<file path="src/rtl/add32_sequencer_if.sv">
// Handshake and operand/result bundle for the byte-serial 32-bit adder/subtractor.
interface add32_sequencer_if;
  logic        start;
  logic        sub;
  logic [31:0] a;
  logic [31:0] b;
  logic        carry_in;
  logic        busy;
  logic        done;
  logic [31:0] sum;
  logic        carry_out;
  logic        overflow;

  modport master (
    output start, sub, a, b, carry_in,
    input  busy, done, sum, carry_out, overflow
  );

  modport slave (
    input  start, sub, a, b, carry_in,
    output busy, done, sum, carry_out, overflow
  );
endinterface

</file>
<file path="src/rtl/add32_sequencer.sv">
// 32-bit add/subtract computed one byte per cycle through a single shared 8-bit ripple adder.
// The 8-bit adder's "overflow" port carries its unsigned carry-out.
module adder_8bit (
  input  logic [7:0] a,
  input  logic [7:0] b,
  input  logic       cin,
  output logic [7:0] sum,
  output logic       overflow
);
  logic [8:0] carry;

  assign carry[0] = cin;

  genvar gi;
  generate
    for (gi = 0; gi < 8; gi++) begin : g_bit
      assign sum[gi]      = a[gi] ^ b[gi] ^ carry[gi];
      assign carry[gi+1]  = (a[gi] & b[gi]) | (carry[gi] & (a[gi] ^ b[gi]));
    end
  endgenerate

  assign overflow = carry[8];
endmodule

module add32_sequencer (
  input  logic               clk,
  input  logic               n_rst,
  add32_sequencer_if.slave   bus
);
  typedef enum logic [1:0] {
    IDLE = 2'd0,
    CALC = 2'd1,
    DONE = 2'd2
  } state_t;

  state_t      state_reg, state_next;
  logic [1:0]  idx_reg, idx_next;
  logic        c_reg, c_next;
  logic [31:0] a_reg, a_next;
  logic [31:0] b_reg, b_next;
  logic [31:0] sum_reg, sum_next;
  logic        carry_out_reg, carry_out_next;
  logic        overflow_reg, overflow_next;

  logic [7:0]  add_sum;
  logic        add_carry;

  adder_8bit u_adder (
    .a        (a_reg[{idx_reg, 3'b000} +: 8]),
    .b        (b_reg[{idx_reg, 3'b000} +: 8]),
    .cin      (c_reg),
    .sum      (add_sum),
    .overflow (add_carry)
  );

  always_ff @(posedge clk) begin
    if (!n_rst) begin
      state_reg     <= IDLE;
      idx_reg       <= 2'd0;
      c_reg         <= 1'b0;
      a_reg         <= 32'd0;
      b_reg         <= 32'd0;
      sum_reg       <= 32'd0;
      carry_out_reg <= 1'b0;
      overflow_reg  <= 1'b0;
    end else begin
      state_reg     <= state_next;
      idx_reg       <= idx_next;
      c_reg         <= c_next;
      a_reg         <= a_next;
      b_reg         <= b_next;
      sum_reg       <= sum_next;
      carry_out_reg <= carry_out_next;
      overflow_reg  <= overflow_next;
    end
  end

  always_comb begin
    state_next     = state_reg;
    idx_next       = idx_reg;
    c_next         = c_reg;
    a_next         = a_reg;
    b_next         = b_reg;
    sum_next       = sum_reg;
    carry_out_next = carry_out_reg;
    overflow_next  = overflow_reg;

    case (state_reg)
      IDLE: begin
        if (bus.start) begin
          // Subtraction is a + ~b + 1, so the inversion happens once at capture.
          a_next     = bus.a;
          b_next     = bus.sub ? ~bus.b : bus.b;
          c_next     = bus.sub | bus.carry_in;
          sum_next   = 32'd0;
          idx_next   = 2'd0;
          state_next = CALC;
        end
      end
      CALC: begin
        sum_next[{idx_reg, 3'b000} +: 8] = add_sum;
        c_next   = add_carry;
        idx_next = idx_reg + 2'd1;
        if (idx_reg == 2'd3) begin
          state_next     = DONE;
          carry_out_next = add_carry;
          overflow_next  = (a_reg[31] == b_reg[31]) && (add_sum[7] != a_reg[31]);
        end
      end
      DONE:    state_next = IDLE;
      default: state_next = IDLE;
    endcase
  end

  assign bus.busy      = (state_reg != IDLE);
  assign bus.done      = (state_reg == DONE);
  assign bus.sum       = sum_reg;
  assign bus.carry_out = carry_out_reg;
  assign bus.overflow  = overflow_reg;
endmodule

</file>
<file path="src/flat_wrapper.sv">
// flat-port wrapper written by rule: the top's interface ports become plain ports
module add32_sequencer_flat 
  (clk, n_rst, bus_start, bus_sub, bus_a, bus_b, bus_carry_in, bus_busy, bus_done, bus_sum, bus_carry_out, bus_overflow);
  add32_sequencer_if bus_i ();
  input  logic clk;
  input  logic n_rst;
  input wire logic [$bits(bus_i.start)-1:0] bus_start;
  input wire logic [$bits(bus_i.sub)-1:0] bus_sub;
  input wire logic [$bits(bus_i.a)-1:0] bus_a;
  input wire logic [$bits(bus_i.b)-1:0] bus_b;
  input wire logic [$bits(bus_i.carry_in)-1:0] bus_carry_in;
  output wire logic [$bits(bus_i.busy)-1:0] bus_busy;
  output wire logic [$bits(bus_i.done)-1:0] bus_done;
  output wire logic [$bits(bus_i.sum)-1:0] bus_sum;
  output wire logic [$bits(bus_i.carry_out)-1:0] bus_carry_out;
  output wire logic [$bits(bus_i.overflow)-1:0] bus_overflow;
  assign bus_i.start = bus_start;
  assign bus_i.sub = bus_sub;
  assign bus_i.a = bus_a;
  assign bus_i.b = bus_b;
  assign bus_i.carry_in = bus_carry_in;
  assign bus_busy = bus_i.busy;
  assign bus_done = bus_i.done;
  assign bus_sum = bus_i.sum;
  assign bus_carry_out = bus_i.carry_out;
  assign bus_overflow = bus_i.overflow;
  add32_sequencer u_core (.clk(clk), .n_rst(n_rst), .bus(bus_i));
endmodule
</file>
<file path="config.mk">
export PLATFORM = sky130hd
export DESIGN_NAME = add32_sequencer_flat
export DESIGN_NICKNAME = d
export VERILOG_FILES = /design/src/rtl/add32_sequencer_if.sv /design/src/rtl/add32_sequencer.sv /design/src/flat_wrapper.sv
export SDC_FILE = /design/constraint.sdc
export NUM_CORES = 1
export LEC_CHECK = 0
export CORE_ASPECT_RATIO = 1.2
export CORE_UTILIZATION = 50
export DETAILED_ROUTE_END_ITERATION = 8
export GPL_ROUTABILITY_DRIVEN = 0
export PLACE_DENSITY = 0.77
export SYNTH_ARGS = -nofsm -noshare
export SYNTH_HDL_FRONTEND = slang
export SYNTH_SLANG_ARGS = --single-unit
</file>
<file path="constraint.sdc">
create_clock -name clk -period 5.6 [get_ports clk]
set_input_delay 1.12 -clock clk [delete_from_list [all_inputs] [get_ports clk]]
set_output_delay 1.12 -clock clk [all_outputs]
set_load 0.01 [all_outputs]
</file>
### After elaboration in Yosys (flattened, before gate mapping)

Index checks and enable logic that the tools add are counted.
W data, S select, Z words.

| operators by class | value |
|---|---|
| bitwise logic cells | 42 |
| muxes and demuxes | 11 |
| shifts and indexed selects | 4 |
| equal/unequal tests | 7 |
| reduce and logical (&&, ||, !) cells | 8 |
| add/sub/neg operators | 2 |

Operators with widths:

| operator | number |
|---|---|
| $mux W32 | 2 |
| $pmux W32 S2 | 1 |
| $shiftx A32 B6 Y8 | 2 |
| $bwmux W32 | 1 |
| $not A32 Y32 | 1 |
| $shift A8 B7 Y32 const A | 1 |
| $shiftx A8 B7 Y32 | 1 |
| $and A1 B1 Y1 | 16 |
| $xor A1 B1 Y1 | 16 |
| $or A1 B1 Y1 | 9 |
| $pmux W2 S2 | 2 |
| $reduce_and A2 Y1 | 4 |
| $neg A5 Y7 | 1 |
| $mux W2 | 3 |
| $eq A2 B2 Y1 const B | 2 |
| $reduce_bool A2 Y1 | 2 |
| $add A2 B1 Y2 const B | 1 |
| $eq A2 B1 Y1 const B | 1 |
| $logic_not A2 Y1 | 1 |
| $ne A2 B1 Y1 const B | 1 |
| $ne A2 B2 Y1 const B | 1 |
| $pmux W1 S2 | 1 |
| $eq A1 B1 Y1 | 1 |
| $logic_and A1 B1 Y1 | 1 |
| 2 further kinds | 2 |

| word-level totals | value |
|---|---|
| word-level logic and storage cells | 82 |
| output and inout port bits | 36 |
| bits in registers | 103 |

### Logic depth before layout (Yosys ltp)

Gate-level depths: netlist (run 1).

| depth | value |
|---|---|
| depth after elaboration | 20 |
| gate-level depth with buffers | 18 |

### By module

From an unflattened synthesis (run 1), not the netlist that was laid out.

| second synthesis, totals | value |
|---|---|
| cells, all modules | 446 |
| area total of the unflattened synthesis | 4581.9 um^2 |

Modules (own cells, without submodules):

| module | cells an instance | times used | area an instance (um^2) | seq. area each (um^2) |
|---|---|---|---|---|
| add32_sequencer | 428 | 1 | 4384.2 | 2062.0 |
| adder_8bit | 18 | 1 | 197.7 | 0.0 |

### Worst setup path before layout (run 1)

OpenSTA, ideal clock, no wires.

| timing | value |
|---|---|
| path kind | register to register |
| start point | register u_core.idx_reg[1] |
| end point | register u_core.overflow_reg, in the netlist u_core.bus.overflow |
| clock period less this slack | 4470 ps |
| library setup time | 86 ps |
| data required time | 5514 ps |
| setup slack | 1130 ps |
| cell stages (with the launch flop) | 19 |
| arrival time | 4384 ps |
| cell sequence | dfxtp_1 -> buf_2 -> buf_2 -> mux4_2 -> inv_1 -> fa_1 -> fa_1 -> fa_1 -> fa_1 -> fa_1 -> inv_1 -> fa_1 -> inv_1 -> fa_1 -> inv_1 -> fa_1 -> inv_1 -> nand3_1 -> a211oi_1 |

| between the ends | value |
|---|---|
| cells in the longest elaborated chain, start to end | 19 |
| elaborated cells between the ends (all ways) | 36 |
| those cells by class | eq/ne: 2; shift: 2; bitwise: 30; reduce/logical: 2 |

RTL lines:

| element | RTL line | RTL |
|---|---|---|
| from (decl) | add32_sequencer.sv:37 | `logic [1:0] idx_reg, idx_next;` |
| from (signal assigned) | add32_sequencer.sv:68 | `idx_reg <= idx_next;` |
| $shiftx A32 B6 Y8 (on tied branches) | add32_sequencer.sv:49, add32_sequencer.sv:50 |  |
| $xor A1 B1 Y1 | add32_sequencer.sv:18 | `assign carry[gi+1] = (a[gi] & b[gi]) \| (carry[gi] & (a[gi] ^ b[gi]));` |
| $and A1 B1 Y1 | add32_sequencer.sv:18 |  |
| $or A1 B1 Y1 | add32_sequencer.sv:18 |  |
| $and A1 B1 Y1 | add32_sequencer.sv:18 |  |
| $or A1 B1 Y1 | add32_sequencer.sv:18 |  |
| $and A1 B1 Y1 | add32_sequencer.sv:18 |  |
| $or A1 B1 Y1 | add32_sequencer.sv:18 |  |
| [3 not listed] | -- |  |
| $or A1 B1 Y1 | add32_sequencer.sv:18 |  |
| $and A1 B1 Y1 | add32_sequencer.sv:18 |  |
| $or A1 B1 Y1 | add32_sequencer.sv:18 |  |
| $and A1 B1 Y1 | add32_sequencer.sv:18 |  |
| $or A1 B1 Y1 | add32_sequencer.sv:18 |  |
| $xor A1 B1 Y1 | add32_sequencer.sv:17 | `assign sum[gi] = a[gi] ^ b[gi] ^ carry[gi];` |
| $ne A1 B1 Y1 | add32_sequencer.sv:107 | `overflow_next = (a_reg[31] == b_reg[31]) && (add_sum[7] != a_reg[31]);` |
| $logic_and A1 B1 Y1 | add32_sequencer.sv:107 |  |
| to (signal assigned) | add32_sequencer.sv:74 | `overflow_reg <= overflow_next;` |
| to (decl) | add32_sequencer.sv:43 | `logic overflow_reg, overflow_next;` |

Parallel ways exist; a longest one is shown, timed or not.
A chain may end at the register's enable or synchronous reset.

### Final worst setup path (run 1)

Ends and elaborated chain as after synthesis.

==> results of run 1 <==
==> power by group through the flow <==
stage	Sequential, mW	Clock (mW)	Combinational (mW)
after floorplan	0.806	0	0.174
after global placement	0.813	0	0.270
after detailed placement	0.815	0	0.275
after CTS	0.798	0.526	0.276
after global routing	0.804	0.556	0.298
final	0.799	0.519	0.274
==> worst min-delay path, stage by stage (launching register included) <==
cell and delay [ns]:
dfxtp_1 0.32, nand2_1 0.05, o22ai_1 0.05
==> area by class of cell <==
cell class | instances | area [um2] | area share
flip-flops and latches | 103 | 2062 | 0.3484
clock buffers | 10 | 137.6 | 0.02326
clock inverters | 6 | 92.59 | 0.01564
well taps | 120 | 150.1 | 0.02537
inverters | 21 | 78.83 | 0.01332
multi-input cells | 328 | 2316 | 0.3913
repair buffers | 109 | 1081 | 0.1827
==> placed cells by master, fill, tap and decap left out, types with 9 or more instances in the layout <==
cell type | Yosys | layout
clkdlybuf4s50_1 | 0 | 102
clkbuf_8 | 0 | 10
a211oi_1 | 9 | 9
nand2_1 | 126 | 126
inv_1 | 21 | 21
nor2_1 | 13 | 13
mux4_2 | 16 | 16
dfxtp_1 | 103 | 103
a21boi_0 | 19 | 19
a21oi_1 | 19 | 19
o22ai_1 | 32 | 32
xnor2_1 | 32 | 32
o211a_1 | 24 | 24
==> final timing paths <==
kind | from | end | slack [ns]
min | u_core.bus.sum[28] | u_core.bus.sum[28] | 0.46
max reg2reg | u_core.idx_reg[1] | u_core.bus.overflow | 0.91
max | u_core.idx_reg[1] | u_core.bus.overflow | 0.91
min reg2reg | u_core.bus.sum[28] | u_core.bus.sum[28] | 0.46
==> kinds of logic (layout without fill, tap and decap cells) <==
logic type | count (synthesis) | after routing | share of synthesized area
muxes | 16 | 16 | 0.07809
xor gates and xnor gates | 32 | 32 | 0.06074
and+or+nand+nor | 158 | 158 | 0.1426
buffers and inverters | 56 | 146 | 0.05260
adders and majority gates | 12 | 12 | 0.04555
AOI/OAI and AO/OA | 110 | 110 | 0.1735
DFF | 103 | 103 | 0.4469
==> routing by layer <==
layer	share of wire	up-vias	global-route usage
met5	0	-	0
met4	0.021	0	0.08617
met3	0.055	19	0.04080
met2	0.50	128	0.3680
met1	0.43	1805	0.3060
li1	-	1834	-
==> flow_summary.yaml, run 1 <==
layout:
  postLayoutCoreUtil: 0.6586
  fin_cells: 697
  areaGrowthSynthToFinish_pct: 28.25
  final_area_um2: 5918
  final_nets: 653
  drive_gt1_frac: 0.07452
  fillers: 755
  antenna_cells: 0
global_route:
  grt_use_total: 0.2296
  overflow: 0
  grt_pass1_vias: 3487
  grt_pass1_wl_um: 16770
  grt_max_degree: 78
  antenna_found_initial: 0
clock_tree:
  cts_hold_buf: 0
  clockRootBuffer: "clkbuf_8"
  clockBufferDepth: 2
  post_cts_buffers: 0
  cts_tree: "built"
  path_clk_slew_ns: 0.09
  numCtsBuffers: 9
  clk_latency_ns: 0.36
  cts_resized: 0
  cts.sinks: 103
  cts_max_level: 3
worst_setup_path:
  slowest_delay_ns: 0.64
  slowest_stage: "dfxtp_1"
  critPathBufInv: 5
  cp_max_fo: 12
  critical_path_arrival_ns: 4.96
  startpoint_type: "flip-flop"
  path_depth: 16
  end_kind: "flip-flop"
  rr_worst_depth: 16
  crit_type: "reg2reg"
  worst_path_most_repeated_cell: "fa_1"
  crit_family: "adder cells"
  path_cells: "mux4_2 > inv_1 > fa_1 > fa_1 > fa_1 > fa_1 > fa_1 > inv_1 > fa_1 > inv_1 > fa_1 > inv_1 > fa_1 > inv_1 > nand3_1 > a211oi_1"
  critPathRequiredTime_ns: 5.87
placement:
  placed_area_um2: 5688
  hpwl_um: 7782
  dp_slack_ns: 0.9664
  placedCellCount: 681
  portBuffers: 104
timing:
  fin_ws_ns: 0.9081
  drv_slew: 0
  max_slew_margin: 0.3009
  worst_hold_slack_ns: 0.4596
  finalCritPeriodShare: 0.8378
  clock.fmax_mhz: 213.1
  hold_violations: 0
  skew_ns: 0.01082
  period_minus_slack_ns: 4.692
  worst_slew_pin_slew_ns: 1.049
  rsz0062_at_grt: "no"
  finalSetupViolCount: 0
  setup_tns_ns: 0
synth:
  synth.area.top_cells: "dfxtp_1 (45%), nand2_1 (10%), mux4_2 (7.8%), xnor2_1 (6.1%), o211a_1 (5.2%)"
  ys_types: 30
  syn_nets: 568
  synth.cell_area_um2: 4614
  async_flop_share: 0
  synthTopCellsByCount: "nand2_1 (126), dfxtp_1 (103), o22ai_1 (32), xnor2_1 (32), o211a_1 (24)"
  synth_top_area_share: 0.4469
  synthCells: 487
  synth_area_leader_cell: "dfxtp_1"
  synth_most_common_cell: "nand2_1"
  ys_ff_latch: 103
  syn_avg_cell_area_um2: 9.475
  yosysSeqAreaShare: 0.4469
  synthFlopType: "dfxtp_1"
  yosysWarnings: 0
  synth_edf_count: 0
pwr:
  cellInternalPower_mw: 1.175
  power.clock.fraction: 0.326
  power_density_nw_per_um2: 268.9
  p_sw_frac: 0.2616
  pwr-share-comb: 0.172
  worst_ir_drop_vdd_mv: 0.1472
  power.total_mw: 1.592
  seq_power_share: 0.502
  p_switching_uw: 416.4
  power_leakage_nw: 2.276
flow_run:
  drv_cap: 0
die:
  core.rowCount: 38
  start_util: 0.5135
  die_h_um: 107.2
  io_pins: 105
  die_w_um: 89.70
  coreArea_um2: 8986
  die-area_um2: 9618
routing:
  via_count: 3786
  drtAntennaViolNets: 0
  vias_per_cell: 5.432
  drt-initial-drc-count: 210
  wire_per_inst_um: 15.04
  first_pass_iters: 7
  drcViolationCount: 0
  wirelength_um: 10480
hold_path:
  hp-class: "reg2reg"
  hold_depth: 2
run_status:
  outcome: "completed"
No activity file was read; power rests on OpenSTA's default activity.
==> run 2: changes to the inputs <==
==> constraint.sdc (replaced) <==
create_clock -name clk -period 4.55 [get_ports clk]
set_input_delay 0.91 -clock clk [delete_from_list [all_inputs] [get_ports clk]]
set_output_delay 0.91 -clock clk [all_outputs]
set_load 0.01 [all_outputs]
==> flow_summary.yaml, run 2 (synthesized netlist as in run 1, its figures left out) <==
clock_tree:
  path_clk_slew_ns: 0.09
  numCtsBuffers: 9
  cts_tree: "built"
  cts_max_level: 3
  clockBufferDepth: 2
  cts.sinks: 103
  clk_latency_ns: 0.37
  clockRootBuffer: "clkbuf_8"
global_route:
  grtUsageMet3: 0.02925
  gr-usage-met1: 0.2953
  grt_pass1_vias: 3482
  busiest_layer: "met2"
  met2_usage: 0.3831
  grt_pass1_wl_um: 16700
  antenna_found_initial: 0
  overflow: 0
  grt_max_degree: 98
  grt_use_total: 0.2305
layout:
  fillers: 736
  drive_gt1_frac: 0.07772
  areaGrowthSynthToFinish_pct: 27.82
  postLayoutCoreUtil: 0.6564
  antenna_cells: 0
  fin_cells: 699
  layout_common_cells: "nand2_1 (126), dfxtp_1 (103), clkdlybuf4s50_1 (102)"
  final_nets: 655
  layout_commonest_cell: "nand2_1"
  final_area_um2: 5898
routing:
  drt-initial-drc-count: 203
  vias_per_cell: 5.385
  drtAntennaViolNets: 0
  drcViolationCount: 0
  via_count: 3764
  wirelength_um: 10470
  first_pass_iters: 4
  wire_per_inst_um: 14.98
timing:
  worst_slew_pin_slew_ns: 1.012
  setup_tns_ns: 0
  drv_slew: 0
  finalCritPeriodShare: 0.9539
  hold_violations: 0
  rsz0062_at_grt: "no"
  max_slew_margin: 0.3254
  clock.fmax_mhz: 230.4
  worst_hold_slack_ns: 0.4599
  fin_ws_ns: 0.2096
  finalSetupViolCount: 0
  skew_ns: 0.01039
  period_minus_slack_ns: 4.340
die:
  die_h_um: 107.2
  start_util: 0.5135
  die_w_um: 89.70
  coreArea_um2: 8986
  die-area_um2: 9618
  core.rowCount: 38
  io_pins: 105
worst_setup_path:
  startpoint: "u_core.idx_reg[0]"
  reg2reg_slack_ns: 0.21
  worstReg2RegStart: "u_core.idx_reg[0]"
  cp_max_fo: 4
  critPathRequiredTime_ns: 4.83
  rr_worst_depth: 16
  startpoint_type: "flip-flop"
  crit_path_end: "u_core.bus.overflow"
  end_kind: "flip-flop"
  crit_type: "reg2reg"
  critical_path_arrival_ns: 4.62
  timing.rr.end: "u_core.bus.overflow"
pwr:
  power.total_mw: 1.897
  pwr-share-comb: 0.183
  p_switching_uw: 513.7
  power.clock.fraction: 0.299
  power_leakage_nw: 2.271
  seq_power_share: 0.518
  power_density_nw_per_um2: 321.6
  cellInternalPower_mw: 1.383
  p_sw_frac: 0.2708
  worst_ir_drop_vdd_mv: 0.1460
run_status:
  outcome: "completed"
placement:
  hpwl_um: 7747
  portBuffers: 104
  dp_slack_ns: 0.1334
  placedCellCount: 682
  placed_area_um2: 5683
hold_path:
  hold_start: "u_core.a_reg[17]"
  hp-class: "reg2reg"
flow_run:
  drv_cap: 0
## run 2: final cells by class
cell class	count	area, um2	share of cell area
inverter	21	78.83	0.01336
tap	120	150.1	0.02546
multi-input combinational	328	2316	0.3927
timing repair buffer	111	1096	0.1858
clock inverter	6	67.56	0.01146
sequential	103	2062	0.3496
clock buffer	10	127.6	0.02164
## run 2: worst min-delay path by stage
stage               cells past startpoint  slack, ns          endpoint
floorplan                               2       0.43  u_core.a_reg[17]
detailed placement                      2       0.45  u_core.a_reg[17]
global placement                        2       0.44   u_core.a_reg[1]
global route                            2       0.48  u_core.a_reg[17]
finish                                  2       0.46  u_core.a_reg[17]
CTS                                     2       0.46  u_core.a_reg[17]
## run 2: power groups by stage
stage	clock, mW	sequential, mW	combinational [mW]
floorplan	0	0.991	0.214
global placement	0	1.00	0.330
detailed placement	0	1.00	0.338
CTS	0.578	0.982	0.339
global route	0.609	0.989	0.378
finish	0.568	0.982	0.347
## run 2: critical path, stage by stage, from the launching register on
cell,delay [ns]
dfxtp_1,0.36
mux4_2,0.34
inv_1,0.05
fa_1,0.43
fa_1,0.39
fa_1,0.39
fa_1,0.39
fa_1,0.36
inv_1,0.07
fa_1,0.15
inv_1,0.05
fa_1,0.36
inv_1,0.08
fa_1,0.44
inv_2,0.10
nand3_1,0.08
a211oi_1,0.20
## run 2: what timing repair did
action	4_1_cts	5_1_grt
hold buffers	0	0
endpoints found under the setup margin	0	1
buffers inserted	0	1
resized for setup	0	1
## run 2: layer usage
layer | share of wire | vias to the layer above
li1 | - | 1841
met1 | 0.43 | 1775
met2 | 0.50 | 130
met3 | 0.047 | 18
met4 | 0.022 | 0
met5 | 0 | -
